--- src/rtl/div_pkg.sv ---
`default_nettype none
// ============================================================================
//  Module   : div_pkg
//  Purpose  : Shared types and constants for the sequential restoring divider.
//             - div_state_t : controller state encoding (IDLE / RUN / DONE)
//             - DIV_GROUP   : width of one carry-lookahead group in the
//                             subtractor
//  Revision : 1.0  initial release
// ============================================================================
package div_pkg;

   typedef enum logic [1:0] {
      IDLE = 2'd0,
      RUN  = 2'd1,
      DONE = 2'd2
   } div_state_t;

   localparam int DIV_GROUP = 4;

endpackage : div_pkg
`default_nettype wire

--- src/rtl/cla_subtractor.sv ---
`default_nettype none
// ============================================================================
//  Module   : cla_subtractor
//  Purpose  : N-bit unsigned subtractor diff = a - b, built as a + ~b + 1 on
//             4-bit carry-lookahead groups chained group to group.
//  Ports    : a      in  N  minuend
//             b      in  N  subtrahend
//             diff   out N  a - b (modulo 2^N)
//             borrow out 1  1 when a < b (inverse of the final carry)
//  Revision : 1.0  initial release
// ============================================================================
module cla_subtractor
   import div_pkg::*;
#(
   parameter int N = 17
) (
   input  logic [N-1:0] a,
   input  logic [N-1:0] b,
   output logic [N-1:0] diff,
   output logic         borrow
);

   // Operands are zero-extended up to a whole number of groups. In the pad
   // region a=0 and ~b=1, so every pad bit simply propagates the carry and
   // the final carry still means "a >= b".
   localparam int NG = (N + DIV_GROUP - 1) / DIV_GROUP;
   localparam int NP = NG * DIV_GROUP;

   logic [NP-1:0] w_a;
   logic [NP-1:0] w_b_n;
   logic [NP-1:0] w_gen;
   logic [NP-1:0] w_prop;
   logic [NP-1:0] w_sum;
   logic [NG:0]   w_group_c;

   assign w_a          = NP'(a);
   assign w_b_n        = ~(NP'(b));
   assign w_gen        = w_a & w_b_n;
   assign w_prop       = w_a ^ w_b_n;
   assign w_group_c[0] = 1'b1;            // +1 completes the two's complement

   generate
      for (genvar gi = 0; gi < NG; gi++) begin : g_group
         logic [3:0] w_g;
         logic [3:0] w_p;
         logic [4:0] w_c;

         assign w_g    = w_gen [gi*DIV_GROUP +: DIV_GROUP];
         assign w_p    = w_prop[gi*DIV_GROUP +: DIV_GROUP];
         assign w_c[0] = w_group_c[gi];
         assign w_c[1] = w_g[0] | (w_p[0] & w_c[0]);
         assign w_c[2] = w_g[1] | (w_p[1] & w_g[0]) | (w_p[1] & w_p[0] & w_c[0]);
         assign w_c[3] = w_g[2] | (w_p[2] & w_g[1]) | (w_p[2] & w_p[1] & w_g[0])
                       | (w_p[2] & w_p[1] & w_p[0] & w_c[0]);
         assign w_c[4] = w_g[3] | (w_p[3] & w_g[2]) | (w_p[3] & w_p[2] & w_g[1])
                       | (w_p[3] & w_p[2] & w_p[1] & w_g[0])
                       | (w_p[3] & w_p[2] & w_p[1] & w_p[0] & w_c[0]);

         assign w_sum[gi*DIV_GROUP +: DIV_GROUP] = w_p ^ w_c[3:0];
         assign w_group_c[gi+1]                  = w_c[4];
      end

      if (NP > N) begin : g_pad
         // Pad-region sum bits carry no information.
         logic w_unused_pad;
         assign w_unused_pad = ^w_sum[NP-1:N];
      end
   endgenerate

   assign diff   = w_sum[N-1:0];
   assign borrow = ~w_group_c[NG];

endmodule : cla_subtractor
`default_nettype wire

--- src/rtl/seq_restoring_divider.sv ---
`default_nettype none
// ============================================================================
//  Module   : seq_restoring_divider
//  Purpose  : Multi-cycle unsigned restoring divider, one quotient bit per
//             clock (MSB first), valid/ready handshake on both sides.
//  Config   : DIV_REMAINDER_EN - when defined, the remainder port exists.
//  Ports    : clk, rst_n (async, active-low)
//             in_valid/in_ready     operand handshake (dividend, divisor)
//             out_valid/out_ready   result handshake (quotient, remainder,
//                                   div_by_zero)
//  Revision : 1.0  initial release
// ============================================================================
module seq_restoring_divider
   import div_pkg::*;
#(
   parameter int WIDTH = 16   // multiple of 4
) (
   input  logic             clk,
   input  logic             rst_n,
   input  logic             in_valid,
   output logic             in_ready,
   input  logic [WIDTH-1:0] dividend,
   input  logic [WIDTH-1:0] divisor,
   output logic             out_valid,
   input  logic             out_ready,
   output logic [WIDTH-1:0] quotient,
`ifdef DIV_REMAINDER_EN
   output logic [WIDTH-1:0] remainder,
`endif
   output logic             div_by_zero
);

   localparam int CNT_W = $clog2(WIDTH + 1);

   div_state_t       r_state;
   div_state_t       w_state_nxt;
   logic [CNT_W-1:0] r_step;
   logic [WIDTH-1:0] r_divisor;
   logic [WIDTH-1:0] r_dividend;   // shifts left; MSB feeds the next step
   logic [WIDTH-1:0] r_quot;
   logic [WIDTH:0]   r_part;       // partial remainder R
   logic             r_dbz;
   logic [WIDTH:0]   w_shifted;
   logic [WIDTH:0]   w_trial;
   logic             w_borrow;
   logic             w_accept;
   logic             w_last_step;
   logic             w_unused_part_msb;

   assign w_shifted         = {r_part[WIDTH-1:0], r_dividend[WIDTH-1]};
   assign w_last_step       = (r_step == CNT_W'(WIDTH - 1));
   assign w_accept          = in_valid && in_ready;
   // R < divisor after every step, so its MSB is never needed for the shift.
   assign w_unused_part_msb = r_part[WIDTH];

   cla_subtractor #(
      .N      (WIDTH + 1)
   ) u_sub (
      .a      (w_shifted),
      .b      ({1'b0, r_divisor}),
      .diff   (w_trial),
      .borrow (w_borrow)
   );

   always_ff @(posedge clk or negedge rst_n) begin
      if (!rst_n) r_state <= IDLE;
      else        r_state <= w_state_nxt;
   end

   always_comb begin
      w_state_nxt = r_state;
      in_ready    = 1'b0;
      out_valid   = 1'b0;
      case (r_state)
         IDLE: begin
            in_ready = 1'b1;
            if (in_valid) w_state_nxt = (divisor == '0) ? DONE : RUN;
         end
         RUN: begin
            if (w_last_step) w_state_nxt = DONE;
         end
         DONE: begin
            out_valid = 1'b1;
            if (out_ready) w_state_nxt = IDLE;
         end
         default: w_state_nxt = IDLE;
      endcase
   end

   always_ff @(posedge clk or negedge rst_n) begin
      if (!rst_n) begin
         r_step     <= '0;
         r_divisor  <= '0;
         r_dividend <= '0;
         r_quot     <= '0;
         r_part     <= '0;
         r_dbz      <= 1'b0;
      end else if (w_accept) begin
         r_divisor  <= divisor;
         r_dividend <= dividend;
         r_step     <= '0;
         r_dbz      <= (divisor == '0);
         if (divisor == '0) begin
            // Result is final right away: all-ones quotient, R = dividend.
            r_quot <= '1;
            r_part <= {1'b0, dividend};
         end else begin
            r_quot <= '0;
            r_part <= '0;
         end
      end else if (r_state == RUN) begin
         r_step     <= r_step + CNT_W'(1);
         r_dividend <= {r_dividend[WIDTH-2:0], 1'b0};
         if (w_borrow) begin
            r_part <= w_shifted;
            r_quot <= {r_quot[WIDTH-2:0], 1'b0};
         end else begin
            r_part <= w_trial;
            r_quot <= {r_quot[WIDTH-2:0], 1'b1};
         end
      end
   end

   assign quotient    = r_quot;
   assign div_by_zero = r_dbz;
`ifdef DIV_REMAINDER_EN
   assign remainder   = r_part[WIDTH-1:0];
`endif

endmodule : seq_restoring_divider
`default_nettype wire

--- config.mk ---
export PLATFORM = sky130hd
export DESIGN_NAME = seq_restoring_divider
export DESIGN_NICKNAME = d
export VERILOG_FILES = /design/src/rtl/div_pkg.sv /design/src/rtl/cla_subtractor.sv /design/src/rtl/seq_restoring_divider.sv
export SDC_FILE = /design/constraint.sdc
export NUM_CORES = 1
export LEC_CHECK = 0
export BUFFER_PORTS_ARGS = -buffer_cell sky130_fd_sc_hd__buf_4
export CAP_MARGIN = 20
export CORE_ASPECT_RATIO = 0.6
export CORE_MARGIN = 2
export CORE_UTILIZATION = 40
export CTS_CLUSTER_DIAMETER = 120
export DETAILED_ROUTE_END_ITERATION = 7
export SLEW_MARGIN = 0
export SYNTH_ARGS = -nofsm -noshare
export SYNTH_HDL_FRONTEND = slang
export SYNTH_SLANG_ARGS = --single-unit
--- constraint.sdc ---
create_clock -name clk -period 2.7 [get_ports clk]
set_input_delay 0.27 -clock clk [delete_from_list [all_inputs] [get_ports clk]]
set_output_delay 0.27 -clock clk [all_outputs]
set_load 0.005 [all_outputs]
# ---- Word level (Yosys, flattened, before mapping)
# Index checks and enable logic that the tools add are counted.
# W data, S select, Z words.
dict set report classes {
  add_sub_neg 1
  n_eq_ne 6
  muxes 19
  bitwise 118
  reduce_logical 5
}
# op n
set op_table {}
lappend op_table {{$mux W16} 9}
lappend op_table {{$and A1 B1 Y1} 67}
lappend op_table {{$or A1 B1 Y1} 44}
lappend op_table {{$and A17 B20 Y20} 1}
lappend op_table {{$not A16 Y20} 1}
lappend op_table {{$xor A17 B20 Y20} 1}
lappend op_table {{$logic_not A16 Y1} 1}
lappend op_table {{$xor A4 B4 Y4} 4}
lappend op_table {{$mux W5} 2}
lappend op_table {{$mux W2} 4}
lappend op_table {{$ne A2 B2 Y1 const B} 3}
lappend op_table {{$pmux W2 S3} 1}
lappend op_table {{$add A5 B1 Y5 const B} 1}
lappend op_table {{$eq A5 B4 Y1 const B} 1}
lappend op_table {{$mux W1} 3}
lappend op_table {{$reduce_and A3 Y1} 1}
lappend op_table {{$eq A2 B1 Y1 const B} 1}
lappend op_table {{$eq A2 B2 Y1 const B} 1}
lappend op_table {{$logic_not A2 Y1} 1}
lappend op_table {{$reduce_bool A2 Y1} 1}
lappend op_table {{$logic_and A1 B1 Y1} 1}
dict set report word_totals {
  regBits 72
  inputBits 36
}

# ---- Longest topological paths before layout
dict set report logic_depth {
  ltp_word 18
  depth_mapped 11
}

# ---- By module
# Synthesis repeated with hierarchy kept, for this count alone.
dict set report unflattened {
  cells_unflattened 429
  hier_area_um2 4112.7
}
# module instances cells_each area_each_um2 seq_area_each_um2
set modules_own_cells {}
lappend modules_own_cells {seq_restoring_divider 1 328 3344.5 1801.7}
lappend modules_own_cells {cla_subtractor 1 101 768.2 0.0}

# ---- Worst setup path after synthesis
# No wires, ideal clock.
dict set report synth_path {
  path_kind {reg2reg}
  startpoint {reg r_divisor[0]}
  endpoint {reg r_part[12]}
  setup_time_ps 99
  t_arrival_ps 2317
  t_required_ps 2601
  slack_ps 284
  path_stages_with_launch 10
  n_path_buf 0
  synth_period_minus_slack_ps 2416
  cell_sequence {dfrtp_1 -> inv_1 -> ha_1 -> o21ai_1 -> a221oi_2 -> a211oi_1 -> nor2_1 -> a211oi_1 -> fa_1 -> a311oi_1}
}
dict set report synth_via {
  elab_chain_cells 16
  elab_cells_between_ends 19
}
# element line_no
set synth_lines {}
lappend synth_lines {{from (decl)} seq_restoring_divider.sv:38} ;# logic [WIDTH-1:0] r_divisor;
lappend synth_lines {{from (signal assigned)} seq_restoring_divider.sv:99} ;# r_divisor <= divisor;
lappend synth_lines {{$not A16 Y20 *} cla_subtractor.sv:37} ;# assign w_b_n = ~(NP'(b));
lappend synth_lines {{$and A17 B20 Y20} cla_subtractor.sv:38} ;# assign w_gen = w_a & w_b_n;
lappend synth_lines {{$and A1 B1 Y1} cla_subtractor.sv:56} ;# | (w_p[3] & w_p[2] & w_p[1] & w_g[0])
lappend synth_lines {{$or A1 B1 Y1} cla_subtractor.sv:56}
lappend synth_lines {{$or A1 B1 Y1 *} cla_subtractor.sv:57} ;# | (w_p[3] & w_p[2] & w_p[1] & w_p[0] & w_c[0]);
lappend synth_lines {{$and A1 B1 Y1 *} cla_subtractor.sv:57}
lappend synth_lines {{$or A1 B1 Y1 *} cla_subtractor.sv:57}
lappend synth_lines {{$and A1 B1 Y1 *} cla_subtractor.sv:57}
lappend synth_lines {{$or A1 B1 Y1 *} cla_subtractor.sv:57}
lappend synth_lines {{$and A1 B1 Y1} cla_subtractor.sv:57}
lappend synth_lines {{$or A1 B1 Y1} cla_subtractor.sv:57}
lappend synth_lines {{$and A1 B1 Y1} cla_subtractor.sv:57}
lappend synth_lines {{$or A1 B1 Y1} cla_subtractor.sv:57}
lappend synth_lines {{$mux W16 *} seq_restoring_divider.sv:114} ;# if (w_borrow) begin
lappend synth_lines {{$mux W16 *} seq_restoring_divider.sv:111} ;# end else if (r_state == RUN) begin
lappend synth_lines {{$mux W16 *} seq_restoring_divider.sv:98} ;# end else if (w_accept) begin
lappend synth_lines {{to (signal assigned)} seq_restoring_divider.sv:106} ;# r_part <= {1'b0, dividend};
lappend synth_lines {{to (signal assigned)} seq_restoring_divider.sv:115} ;# r_part <= w_shifted;
lappend synth_lines {{to (signal assigned)} seq_restoring_divider.sv:118} ;# r_part <= w_trial;
lappend synth_lines {{to (decl)} seq_restoring_divider.sv:41} ;# logic [WIDTH:0] r_part;
# Mark *: on every way between the ends. The rest lies on a longest branch, timed or not. The select of a mux whose other input is x is not followed.
# A chain may end at the register's enable or synchronous reset.

# ---- Worst setup path in the final report
dict set report layout_path {
  startpoint {reg r_part[1]}
  endpoint {reg r_part[9]}
}
dict set report layout_via {
  elab_chain_cells 17
  elab_cells_between_ends 26
}
# element line_no
set layout_lines {}
lappend layout_lines {{$and A17 B20 Y20 or $xor A17 B20 Y20 (tied branches)} {cla_subtractor.sv:38, cla_subtractor.sv:39}}
lappend layout_lines {{$and A1 B1 Y1 (on tied branches)} {cla_subtractor.sv:55, cla_subtractor.sv:56, cla_subtractor.sv:57}}
lappend layout_lines {{$or A1 B1 Y1 (tied with other cells)} cla_subtractor.sv:55} ;# assign w_c[4] = w_g[3] | (w_p[3] & w_g[2]) | (w_p[3] & w_p[2] & w_g[1])
lappend layout_lines {{$or A1 B1 Y1 or $and A1 B1 Y1 (tied branches)} {cla_subtractor.sv:55, cla_subtractor.sv:56}}
lappend layout_lines {{$or A1 B1 Y1} cla_subtractor.sv:56}
lappend layout_lines {{$or A1 B1 Y1 *} cla_subtractor.sv:57}
lappend layout_lines {{$and A1 B1 Y1 *} cla_subtractor.sv:57}
lappend layout_lines {{$or A1 B1 Y1 *} cla_subtractor.sv:57}
lappend layout_lines {{$and A1 B1 Y1} cla_subtractor.sv:57}
lappend layout_lines {{$or A1 B1 Y1} cla_subtractor.sv:57}
lappend layout_lines {{$and A1 B1 Y1} cla_subtractor.sv:57}
lappend layout_lines {{$or A1 B1 Y1} cla_subtractor.sv:57}
lappend layout_lines {{$and A1 B1 Y1} cla_subtractor.sv:57}
lappend layout_lines {{$or A1 B1 Y1} cla_subtractor.sv:57}
lappend layout_lines {{$mux W16 *} seq_restoring_divider.sv:114}
lappend layout_lines {{$mux W16 *} seq_restoring_divider.sv:111}
lappend layout_lines {{$mux W16 *} seq_restoring_divider.sv:98}
# Marks and branches as above.

==> tab_implementation.tex <==
\begin{tabular}{lr}
\hline
Metric & Value \\
\hline
\multicolumn{2}{l}{\textbf{Power}} \\
P\_int & 0.00433 W \\
Leakage power & roughly 2.2 nW \\
Register share of total power & 0.277 \\
Net switching share of the total power & 0.394 \\
Maximum vdd drop & approximately 0.6 mV \\
Clock Power Share & 0.191 \\
Combinational power share & 0.532 \\
Power density over the cells & approximately 1500 nW/um\^{}2 \\
Reported net switching power & 0.00282 W \\
\multicolumn{2}{l}{\textbf{Timing}} \\
Post-route minimum period & 2.51 ns \\
Final Hold Fails & 0 \\
Fmax & around 400 MHz \\
Final-layout setup total negative slack & 0 ns \\
Setup repair after global routing missed its margin & no \\
Tightest slew margin relative to the limit & 0.378 \\
Final Setup Violations & 0 \\
Worst clock skew & between 0.002 and 0.003 ns \\
Hold WS & 0.0383 ns \\
Pins Over Slew Limit & 0 \\
Crit share post-route & 0.930 \\
Slew at the pin with the worst max-slew slack & just over 0.9 ns \\
\multicolumn{2}{l}{\textbf{Floorplanning}} \\
Die outline area & 10600 sq um \\
Placement Rows & 27 \\
Starting density of the core & 0.420 \\
Die width & between 100 and 150 microns \\
Die height & between 80 and 90 microns \\
Number of primary I/O pins & 55 \\
Floorplan Core Area & slightly above 9000 sq um \\
\multicolumn{2}{l}{\textbf{Setup path}} \\
Worst path cell trace & ha\_1 > o21ai\_1 > a22o\_1 > o21ai\_0 > a21o\_1 > a21oi\_1 > fa\_1 > xnor2\_1 > mux2i\_1 > o21ai\_0 \\
Worst-path cell with the longest stage delay & sky130\_fd\_sc\_hd\_\_dfrtp\_1 \\
Worst path max stage delay & $\sim$0.4 ns \\
Dominant cell type by count on the critical path & sky130\_fd\_sc\_hd\_\_o21ai\_0 \\
Worst flop-to-flop path endpoint & r\_part[9]\$\_DFFE\_PN0P\_ \\
Maximum fanout along the worst path & 3 \\
Element type at the critical path end & flop \\
R2R cell count & 10 \\
Reg-to-reg critical path startpoint & r\_part[1]\$\_DFFE\_PN0P\_ \\
Required time of the critical path & between 2 and 3 ns \\
WS Path Type & reg -> reg \\
Worst EP arrival & between 2 and 3 ns \\
Setup slack, reg-to-reg & roughly 0.19 ns \\
Startpoint type of the worst setup path & flop \\
\multicolumn{2}{l}{\textbf{Outcome}} \\
Outcome & finished clean \\
\multicolumn{2}{l}{\textbf{Place}} \\
HPWL after DPL & between 6000 and 7000 microns \\
\# port buffers & 54 \\
Final GP Congestion & roughly 0.83 \\
\multicolumn{2}{l}{\textbf{Finish}} \\
Nets@finish & between 500 and 600 \\
Signed area change from the synthesized netlist to the final layout & 22.7\% \\
Fraction of final layout cells with drive strength greater than 1 & 0.215 \\
Top library cells by usage in the layout, fill and taps aside & sky130\_fd\_sc\_hd\_\_dfrtp\_1 (72), sky130\_fd\_sc\_hd\_\_nand2\_1 (66), sky130\_fd\_sc\_hd\_\_buf\_4 (65) \\
Diode insertion count for antenna repair & 0 \\
Most common cell after layout, fill and taps aside & sky130\_fd\_sc\_hd\_\_dfrtp\_1 \\
End-of-flow core utilization & 0.515 \\
\multicolumn{2}{l}{\textbf{Synth}} \\
Gate Count Post-Synth & 410 \\
Seq cells post-synth & between 70 and 80 \\
Number of enable flip-flop cells after synthesis & 0 \\
Fraction of the mapped netlist area in compound gates & 0.214 \\
Synthesis warning total & 0 \\
Netlist area before placement & $\sim$4000 sq um \\
Sequential element share of the synthesized area & 0.460 \\
Synth Area in Simple Gates & 0.138 \\
Flip-flop cell with the highest count after synthesis & sky130\_fd\_sc\_hd\_\_dfrtp\_1 \\
Combinational family with the most area after synthesis & compound AO/OA/AOI/OAI gates \\
Fraction of synthesis flops using an asynchronous set or reset pin & 1.00 \\
Adder-cell share of the synthesized area & 0.0761 \\
Number of distinct standard cells referenced by the synthesized netlist & 52 \\
Synthesized area per cell & roughly 9.5 sq um \\
Syn nets & 468 \\
Xor/xnor cell area share of the yosys netlist & 0.0224 \\
Proportion of synthesized area in mux cells & 0.0297 \\
\multicolumn{2}{l}{\textbf{Route}} \\
Remaining number of nets flagged by the antenna check after routing & 0 \\
Routed wire length & roughly 9300 microns \\
Iteration-0 DRC Markers & around 230 \\
Number of vias after detailed routing & between 3000 and 4000 \\
Routed length per instance & roughly 16 microns \\
Count of unresolved DRC violations after routing & 0 \\
Number of vias per cell & around 5.3 \\
1st-pass router iterations & 4 \\
\multicolumn{2}{l}{\textbf{Clock tree}} \\
CTS max path bufs & 2 \\
Clock tree root buffer cell & sky130\_fd\_sc\_hd\_\_clkbuf\_16 \\
Inserted Clock Buffers & 9 \\
Number of hold buffers added after cts & 0 \\
Clk\_lat worst skew & about 0.33 ns \\
Clock-pin slew of the registers on the worst-case setup and hold paths & 0.06 ns \\
Clock tree sinks & 72 \\
H-tree lvl count & 3 \\
CTS tree & built \\
\multicolumn{2}{l}{\textbf{Global route}} \\
Number of global-route vias before repair & approximately 3100 \\
Antenna violations before repair & 1 \\
Largest net degree at the start of global routing & 73 \\
Leftover overflow at the end of global routing & 0 \\
Total Routing Usage GR & 0.193 \\
Wire length of the first global-routing pass & 15900 microns \\
\multicolumn{2}{l}{\textbf{Worst hold path}} \\
Class of the tightest hold or removal check & in -> async \\
\multicolumn{2}{l}{\textbf{Run}} \\
Number of max-cap violations & 0 \\
\hline
\end{tabular}
flip-flops by register name, summed over array words and instances (netlist names):
| register | flops |
|---|---|
| r_divisor | 16 |
| r_step | 5 |
| div_by_zero | 1 |
| r_state | 2 |
| quotient | 16 |
| r_dividend | 16 |
| r_part | 16 |
power by group through the flow:
stage	Sequential [W]	Combinational, W	Clock [W]
floorplan	0.00192	0.00297	0
CTS	0.00199	0.00380	0.00139
global route	0.00206	0.00432	0.00146
detailed placement	0.00200	0.00377	0
finish	0.00198	0.00380	0.00136
global placement	0.00199	0.00366	0
worst max-delay path: cells and delay by family (launching register included):
kind | cells | cell delay, ns
fa+ha+maj | 2 | 0.72
flops | 1 | 0.40
compound gates | 6 | 1.01
xor+xnor | 1 | 0.13
mux | 1 | 0.12
synth_stat cells (all sizes together), types with 9 or more instances:
library cell,number,share of area
a221o,15,0.038
o21ai,42,0.054
a22oi,13,0.027
buf,14,0.024
dfrtp,72,0.46
a31oi,14,0.022
nand2,66,0.063
a21oi,15,0.020
inv,25,0.024
clkbuf,12,0.012
mux2i,9,0.023
ha,19,0.061
nor2,27,0.026
timing repair:
action | CTS | global route
endpoints found under the setup margin | 0 | 3
buffers inserted | 0 | 0
gates resized for setup | 0 | 2
how the worst max path moves through the flow:
stage,start,end,slack [ns],depth (start not counted)
2_1_floorplan,r_divisor[0]$_DFFE_PN0P_,r_part[12]$_DFFE_PN0P_,0.28,9
3_3_place_gp,r_divisor[0]$_DFFE_PN0P_,r_part[12]$_DFFE_PN0P_,0.20,9
3_5_place_dp,r_divisor[0]$_DFFE_PN0P_,r_part[12]$_DFFE_PN0P_,0.14,9
4_1_cts,r_divisor[0]$_DFFE_PN0P_,r_part[12]$_DFFE_PN0P_,0.13,9
5_1_grt,r_divisor[0]$_DFFE_PN0P_,r_part[8]$_DFFE_PN0P_,0.009,9
6_report,r_part[1]$_DFFE_PN0P_,r_part[9]$_DFFE_PN0P_,0.19,10
cell families (layout without fill, tap and decap cells):
| logic type | after synthesis | count (layout) |
|---|---|---|
| buffers and inverters | 51 | 107 |
| flip-flops | 72 | 72 |
| AND/OR/NAND/NOR | 123 | 123 |
| AO/OA/AOI/OAI | 121 | 121 |
| adder cells (fa/ha/maj) | 22 | 22 |
| XOR/XNOR | 10 | 10 |
| multiplexers | 11 | 11 |
stage by stage:
stage	std cells	setup slack [ns]	cell area, sq um	power, W
after global routing	596	0.00937	4800	0.00784
after detailed placement	580	0.144	4450	0.00577
after CTS	596	0.134	4790	0.00718
after floorplan	410	0.284	3910	0.00489
after global placement	579	0.196	4440	0.00565
final	596	0.190	4800	0.00715
cell type report:
| class | instances | area [sq um] |
|---|---|---|
| fillers | 881 | 4520 |
| multi-input cells | 287 | 1900 |
| flip-flops and latches | 72 | 1800 |
| repair buffers | 66 | 503 |
| clock buffers | 9 | 225 |
| well taps | 130 | 163 |
| clock inverters | 7 | 119 |
| inverters | 25 | 93.8 |
per-layer routing:
layer  share of wire  GRT usage  up-vias
met5               0          0        -
met3           0.048     0.0619        7
li1                -          -     1555
met1            0.50      0.270     1533
met2            0.44      0.289       65
met4          0.0057     0.0457        0
Power figures use the tool's default switching activity.
